===== config.mk =====
export PLATFORM = sky130hd
export DESIGN_NAME = ccff_chain_loader
export DESIGN_NICKNAME = d
export VERILOG_FILES = /design/src/rtl/ccff_chain_loader_pkg.sv /design/src/rtl/ccff_crc16_step.sv /design/src/rtl/ccff_chain_loader.sv
export SDC_FILE = /design/constraint.sdc
export NUM_CORES = 1
export LEC_CHECK = 0
export CORE_UTILIZATION = 35
export DETAILED_ROUTE_END_ITERATION = 10
export GPL_ROUTABILITY_DRIVEN = 0
export HOLD_SLACK_MARGIN = 0.06
export PLACE_DENSITY = 0.65
export SLEW_MARGIN = 30
export SYNTH_ARGS = -nofsm -noshare
export SYNTH_HDL_FRONTEND = slang
export SYNTH_SLANG_ARGS = --single-unit

===== constraint.sdc =====
create_clock -name prog_clk -period 1.75 [get_ports prog_clk]
set_clock_uncertainty 0.15 [all_clocks]
set_input_delay 0.35 -clock prog_clk [delete_from_list [all_inputs] [get_ports prog_clk]]
set_output_delay 0.35 -clock prog_clk [all_outputs]
set_load 0.05 [all_outputs]

===== src/rtl/ccff_chain_loader_pkg.sv =====
// Shared definitions for the configuration-chain loader: FSM states and CRC-16-CCITT constants.
package ccff_chain_loader_pkg;

    typedef enum logic [1:0] {
        IDLE   = 2'd0,
        LOAD   = 2'd1,
        VERIFY = 2'd2,
        DONE   = 2'd3
    } loader_state_e;

    localparam int          CRC16_W    = 16;
    localparam logic [15:0] CRC16_POLY = 16'h1021;
    localparam logic [15:0] CRC16_INIT = 16'hFFFF;

endpackage


===== src/rtl/ccff_crc16_step.sv =====
// One-bit CRC-16-CCITT update, MSB-first, no reflection.
module ccff_crc16_step
    import ccff_chain_loader_pkg::*;
(
    input  logic [CRC16_W-1:0] crc_in,
    input  logic               bit_in,
    output logic [CRC16_W-1:0] crc_out
);

    logic feedback;

    // Shift left and fold in the polynomial when the outgoing MSB differs from the new bit
    assign feedback = crc_in[CRC16_W-1] ^ bit_in;
    assign crc_out  = {crc_in[CRC16_W-2:0], 1'b0} ^ (feedback ? CRC16_POLY : '0);

endmodule


===== src/rtl/ccff_chain_loader.sv =====
// Serializes host bitstream words MSB-first into the fabric configuration chain, drives the
// prog_clk gate enable, and optionally recirculates the chain once to compare CRCs.
module ccff_chain_loader
    import ccff_chain_loader_pkg::*;
#(
    parameter int CHAIN_LEN = 6,
    parameter int WORD_W    = 8,
    parameter int CNT_W     = $clog2(CHAIN_LEN + 1)
) (
    input  logic              prog_clk,
    input  logic              prog_reset,
    input  logic              start,
    input  logic              verify_en,
    input  logic [WORD_W-1:0] cfg_data,
    input  logic              cfg_valid,
    output logic              cfg_ready,
    output logic              ccff_head,
    input  logic              ccff_tail,
    output logic              chain_clk_en,
    output logic              busy,
    output logic              done,
    output logic              verify_fail,
    output logic [CNT_W-1:0]  bit_count
);

    localparam int               HCNT_W   = $clog2(WORD_W + 1);
    localparam logic [CNT_W-1:0] LAST_IDX = CNT_W'(CHAIN_LEN - 1);
    localparam logic [CNT_W-1:0] FULL_CNT = CNT_W'(CHAIN_LEN);

    loader_state_e      state;
    logic [WORD_W-1:0]  hold_word;
    logic [HCNT_W-1:0]  hold_cnt;
    logic               head_q;
    logic               verify_mode;
    logic [CRC16_W-1:0] crc_load;
    logic [CRC16_W-1:0] crc_rb;
    logic [CRC16_W-1:0] crc_load_next;
    logic [CRC16_W-1:0] crc_rb_next;
    logic               last_shift;
    logic               take_word;
    logic               hold_shift;
    logic               start_accept;

    function automatic logic [CNT_W-1:0] sat_inc(input logic [CNT_W-1:0] c);
        return (c == FULL_CNT) ? c : c + 1'b1;
    endfunction

    ccff_crc16_step u_crc_load (
        .crc_in  (crc_load),
        .bit_in  (head_q),
        .crc_out (crc_load_next)
    );

    ccff_crc16_step u_crc_rb (
        .crc_in  (crc_rb),
        .bit_in  (ccff_tail),
        .crc_out (crc_rb_next)
    );

    // The bit on the head this cycle is the final shift of the current phase
    assign last_shift   = chain_clk_en && (bit_count == LAST_IDX);
    // No new word is wanted once the final chain bit is already on the head
    assign cfg_ready    = (state == LOAD) && (hold_cnt == '0) && !last_shift;
    assign take_word    = cfg_valid && cfg_ready;
    assign hold_shift   = (state == LOAD) && !last_shift && (hold_cnt != '0);
    assign start_accept = start && ((state == IDLE) || (state == DONE));
    assign busy         = (state == LOAD) || (state == VERIFY);
    // During VERIFY the tail feeds the head directly so the recirculation loop is exactly
    // CHAIN_LEN flops long and CHAIN_LEN shifts leave the chain unchanged; head_q tracks it.
    assign ccff_head    = (state == VERIFY) ? ccff_tail : head_q;

    // FSM, holding-register occupancy, bit counter and registered chain controls
    always_ff @(posedge prog_clk) begin
        if (prog_reset) begin
            state        <= IDLE;
            head_q       <= 1'b0;
            chain_clk_en <= 1'b0;
            hold_cnt     <= '0;
            bit_count    <= '0;
            verify_mode  <= 1'b0;
            done         <= 1'b0;
            verify_fail  <= 1'b0;
        end else begin
            done <= 1'b0;
            case (state)
                IDLE, DONE: begin
                    if (start) begin
                        state        <= LOAD;
                        verify_mode  <= verify_en;
                        bit_count    <= '0;
                        hold_cnt     <= '0;
                        chain_clk_en <= 1'b0;
                        verify_fail  <= 1'b0;
                    end
                end
                LOAD: begin
                    if (chain_clk_en) begin
                        bit_count <= sat_inc(bit_count);
                    end
                    if (last_shift) begin
                        hold_cnt     <= '0;
                        chain_clk_en <= verify_mode;
                        if (verify_mode) begin
                            state     <= VERIFY;
                            bit_count <= '0;
                        end else begin
                            state <= DONE;
                            done  <= 1'b1;
                        end
                    end else if (hold_cnt != '0) begin
                        head_q       <= hold_word[WORD_W-1];
                        hold_cnt     <= hold_cnt - 1'b1;
                        chain_clk_en <= 1'b1;
                    end else if (take_word) begin
                        head_q       <= cfg_data[WORD_W-1];
                        hold_cnt     <= HCNT_W'(WORD_W - 1);
                        chain_clk_en <= 1'b1;
                    end else begin
                        chain_clk_en <= 1'b0;
                    end
                end
                VERIFY: begin
                    head_q    <= ccff_tail;
                    bit_count <= sat_inc(bit_count);
                    if (last_shift) begin
                        chain_clk_en <= 1'b0;
                        state        <= DONE;
                        done         <= 1'b1;
                        verify_fail  <= (crc_rb_next != crc_load);
                    end
                end
                default: state <= IDLE;
            endcase
        end
    end

    // Word holding register and the two running CRCs
    always_ff @(posedge prog_clk) begin
        if (start_accept) begin
            crc_load <= CRC16_INIT;
            crc_rb   <= CRC16_INIT;
        end else begin
            if ((state == LOAD) && chain_clk_en) begin
                crc_load <= crc_load_next;
            end
            if (state == VERIFY) begin
                crc_rb <= crc_rb_next;
            end
        end
        if (hold_shift) begin
            hold_word <= hold_word << 1;
        end else if (take_word) begin
            hold_word <= cfg_data << 1;
        end
    end

endmodule


==> results.json <==
{
  "wl_per_cell_um": 12.5,
  "r2r-start": "hold_cnt[0]$_SDFFE_PP0P_",
  "grt.total_usage": 0.146,
  "layout.cells.most_common": "nand2_1",
  "io_pins": 23,
  "syn_area_mm2": 0.00253,
  "max_freq_mhz": 478,
  "ys_ff_latch": 53,
  "crit_arrival_ns": 1.59,
  "worstRegToRegCells": 7,
  "grt_max_degree": 33,
  "cp_max_fo": 2,
  "clk_transition_reported_paths_ns": 0.10,
  "endpoint_kind": "output pin",
  "holdBufCountCts": 0,
  "fill_cells": 655,
  "insertion_delay_ns": 0.31,
  "dieArea_mm2": 0.00756,
  "htree_levels": 2,
  "drive_gt1_frac": 0.292,
  "slew_headroom": 0.699,
  "syn_nets": 293,
  "finalWirelength_mm": 5.33,
  "violations": "negative setup slack",
  "finalInstanceArea_mm2": 0.00344,
  "rsz0062_at_grt": "true",
  "clockBufferDepth": 2,
  "clock-root-buffer": "clkbuf_8",
  "max-vdd-ir-drop_uv": 541,
  "syn_inst": 273,
  "route.detailed.drc": 0,
  "tightest_slew_ns": 0.451,
  "layout.area.seq_mm2": 0.00114,
  "async_reset_ff_frac": 0,
  "numPortBuffers": 22,
  "cts_sinks": 53,
  "multi_input_area_mm2": 0.00142,
  "ys_types": 48,
  "outcome": "finished with violations",
  "dp_worst_setup_slack_ns": -0.215,
  "syn_area_per_cell_um2": 9.26,
  "p_leak_nw": 1.35,
  "holdCritStartpoint": "crc_load[10]$_SDFFE_PP1P_",
  "hold_ws_ns": 0.358,
  "timing.final.crit_share": 1.20,
  "hold_path_class": "reg2reg",
  "drtPass1Iterations": 4,
  "max_cap_viol_count": 0,
  "ant_nets": 0,
  "grt.overflow.total": 0,
  "synth_edf_count": 7,
  "fp.coreArea_mm2": 0.00687,
  "cp.required_ns": 1.25,
  "dr.first_iter.drc_count": 92,
  "place_area_mm2": 0.00313,
  "finalSetupViolations": 22,
  "yosysWarnings": 0,
  "die_w_um": 87.0,
  "initial_utilization": 0.368,
  "routed_via_density": 4.75,
  "most-common-layout-cells": "56 x nand2_1, 39 x dfxtp_1, 32 x buf_4",
  "antenna_found_initial": 0,
  "chipHeight_um": 87.0,
  "whs_path_depth": 2,
  "vias": 2019,
  "crit_type": "reg2out",
  "nNetsFinal": 348,
  "num_antenna_cells": 0,
  "synthToLayoutAreaGrowth_pct": 36.1,
  "cts_buffers": 5,
  "holdPathEnd": "crc_load[11]$_SDFFE_PP1P_",
  "r2r_slack_ns": -0.27,
  "powerDensity_mw_per_mm2": 1600,
  "grt_pass1_wl_mm": 8.77,
  "yosysSeqAreaShare": 0.448,
  "min_period_ns": 2.09,
  "reg2reg_to": "hold_word[2]$_DFFE_PP_",
  "synth_ff_type": "dfxtp_1",
  "cts_tree": "done",
  "slew_violations": 0,
  "dp_hpwl_mm": 3.67,
  "rows": 30,
  "hold_viol": 0,
  "fin_ws_ns": -0.341,
  "p_total_mw": 5.51,
  "critPathLaunchType": "register",
  "grt_pass1_vias": 1873
}
-- synthesized netlist by cell type, types with 4 or more instances --
| master | instances | area (µm²) |
|---|---|---|
| a21oi_1 | 6 | 30.0 |
| buf_2 | 5 | 25.0 |
| clkbuf_1 | 5 | 18.8 |
| dfxtp_1 | 46 | 921 |
| edfxtp_1 | 7 | 210 |
| ha_1 | 6 | 75.1 |
| inv_1 | 11 | 41.3 |
| mux2_2 | 7 | 78.8 |
| mux2i_1 | 16 | 160 |
| nand2_1 | 56 | 210 |
| nand3_1 | 16 | 80.1 |
| nor2_1 | 14 | 52.6 |
| nor4_1 | 4 | 25.0 |
| o21ai_0 | 12 | 60.1 |
| xnor2_1 | 9 | 78.8 |
| xor2_1 | 12 | 105 |
-- metrics by stage --
step | instances | setup TNS [ns] | util
finish | 425 | -4.80 | 0.501
floorplan | 273 | -0.633 | -
global placement | 404 | -1.24 | 0.456
global route | 425 | -5.99 | 0.501
CTS | 417 | -3.35 | 0.480
detailed placement | 404 | -1.79 | 0.456
-- timing repair --
| action | in CTS | in global routing |
|---|---|---|
| gates resized for setup | 12 | 15 |
| pin swaps | 6 | 13 |
| cloned | 0 | 0 |
| endpoints found under the setup margin | 24 | 27 |
| setup buffers | 6 | 8 |
| endpoints found under the hold margin | 0 | 0 |
-- power breakdown --
| group | switching (mW) | internal [mW] |
|---|---|---|
| clock network | 0.426 | 0.287 |
| logic | 1.45 | 1.49 |
| registers | 0.277 | 1.57 |
| total | 2.16 | 3.36 |
-- layout make-up --
| class | instances | share of cell area |
|---|---|---|
| Inverter | 11 | 0.0131 |
| Multi-Input combinational cell | 197 | 0.413 |
| Tap cell | 96 | 0.0349 |
| Sequential cell | 53 | 0.333 |
| Timing Repair Buffer | 60 | 0.181 |
| Clock inverter | 2 | 0.00436 |
| Clock buffer | 6 | 0.0211 |
-- routing by layer --
metal / GRT usage / vias up / part of all wire
met2: 0.227 / 24 / 0.46
met3: 0.0294 / 7 / 0.025
met5: 0 / - / 0
met4: 0.0530 / 0 / 0.015
met1: 0.201 / 943 / 0.50
li1: - / 1045 / -
-- registers in the layout, summed over array words and instances (netlist names) --
register / count
hold_cnt: 4
done: 1
verify_fail: 1
crc_rb: 16
chain_clk_en: 1
crc_load: 16
bit_count: 3
hold_word: 7
head_q: 1
state: 2
verify_mode: 1
-- worst max-delay path, cell delays in order (launching register included) --
cell     delay (ns)
dfxtp_2        0.34
inv_2          0.07
ha_4           0.12
or3b_4         0.37
buf_6          0.13
nor2_4         0.10
buf_12         0.14
-- cell families (layout without fill, tap and decap cells) --
group	after synthesis	in the layout	synth area share
AO/OA/AOI/OAI	38	38	0.105
XOR/XNOR	21	21	0.0728
adder cells (fa/ha/maj)	6	6	0.0297
buffers and inverters	23	79	0.0426
flip-flops	53	53	0.448
multiplexers	23	23	0.0946
AND/OR/NAND/NOR	109	109	0.207
-- worst max path at each step --
stage,start,end,slack [ns],depth (start not counted)
2_1_floorplan,hold_cnt[0]$_SDFFE_PP0P_,hold_word[2]$_DFFE_PP_,-0.1,6
4_1_cts,hold_cnt[0]$_SDFFE_PP0P_,cfg_ready,-0.35,6
3_3_place_gp,ccff_tail,verify_fail$_SDFFE_PP0P_,-0.17,6
3_5_place_dp,ccff_tail,verify_fail$_SDFFE_PP0P_,-0.22,6
6_report,hold_cnt[0]$_SDFFE_PP0P_,cfg_ready,-0.34,6
5_1_grt,hold_cnt[0]$_SDFFE_PP0P_,cfg_ready,-0.40,6
No activity file was read; power rests on OpenSTA's default activity.
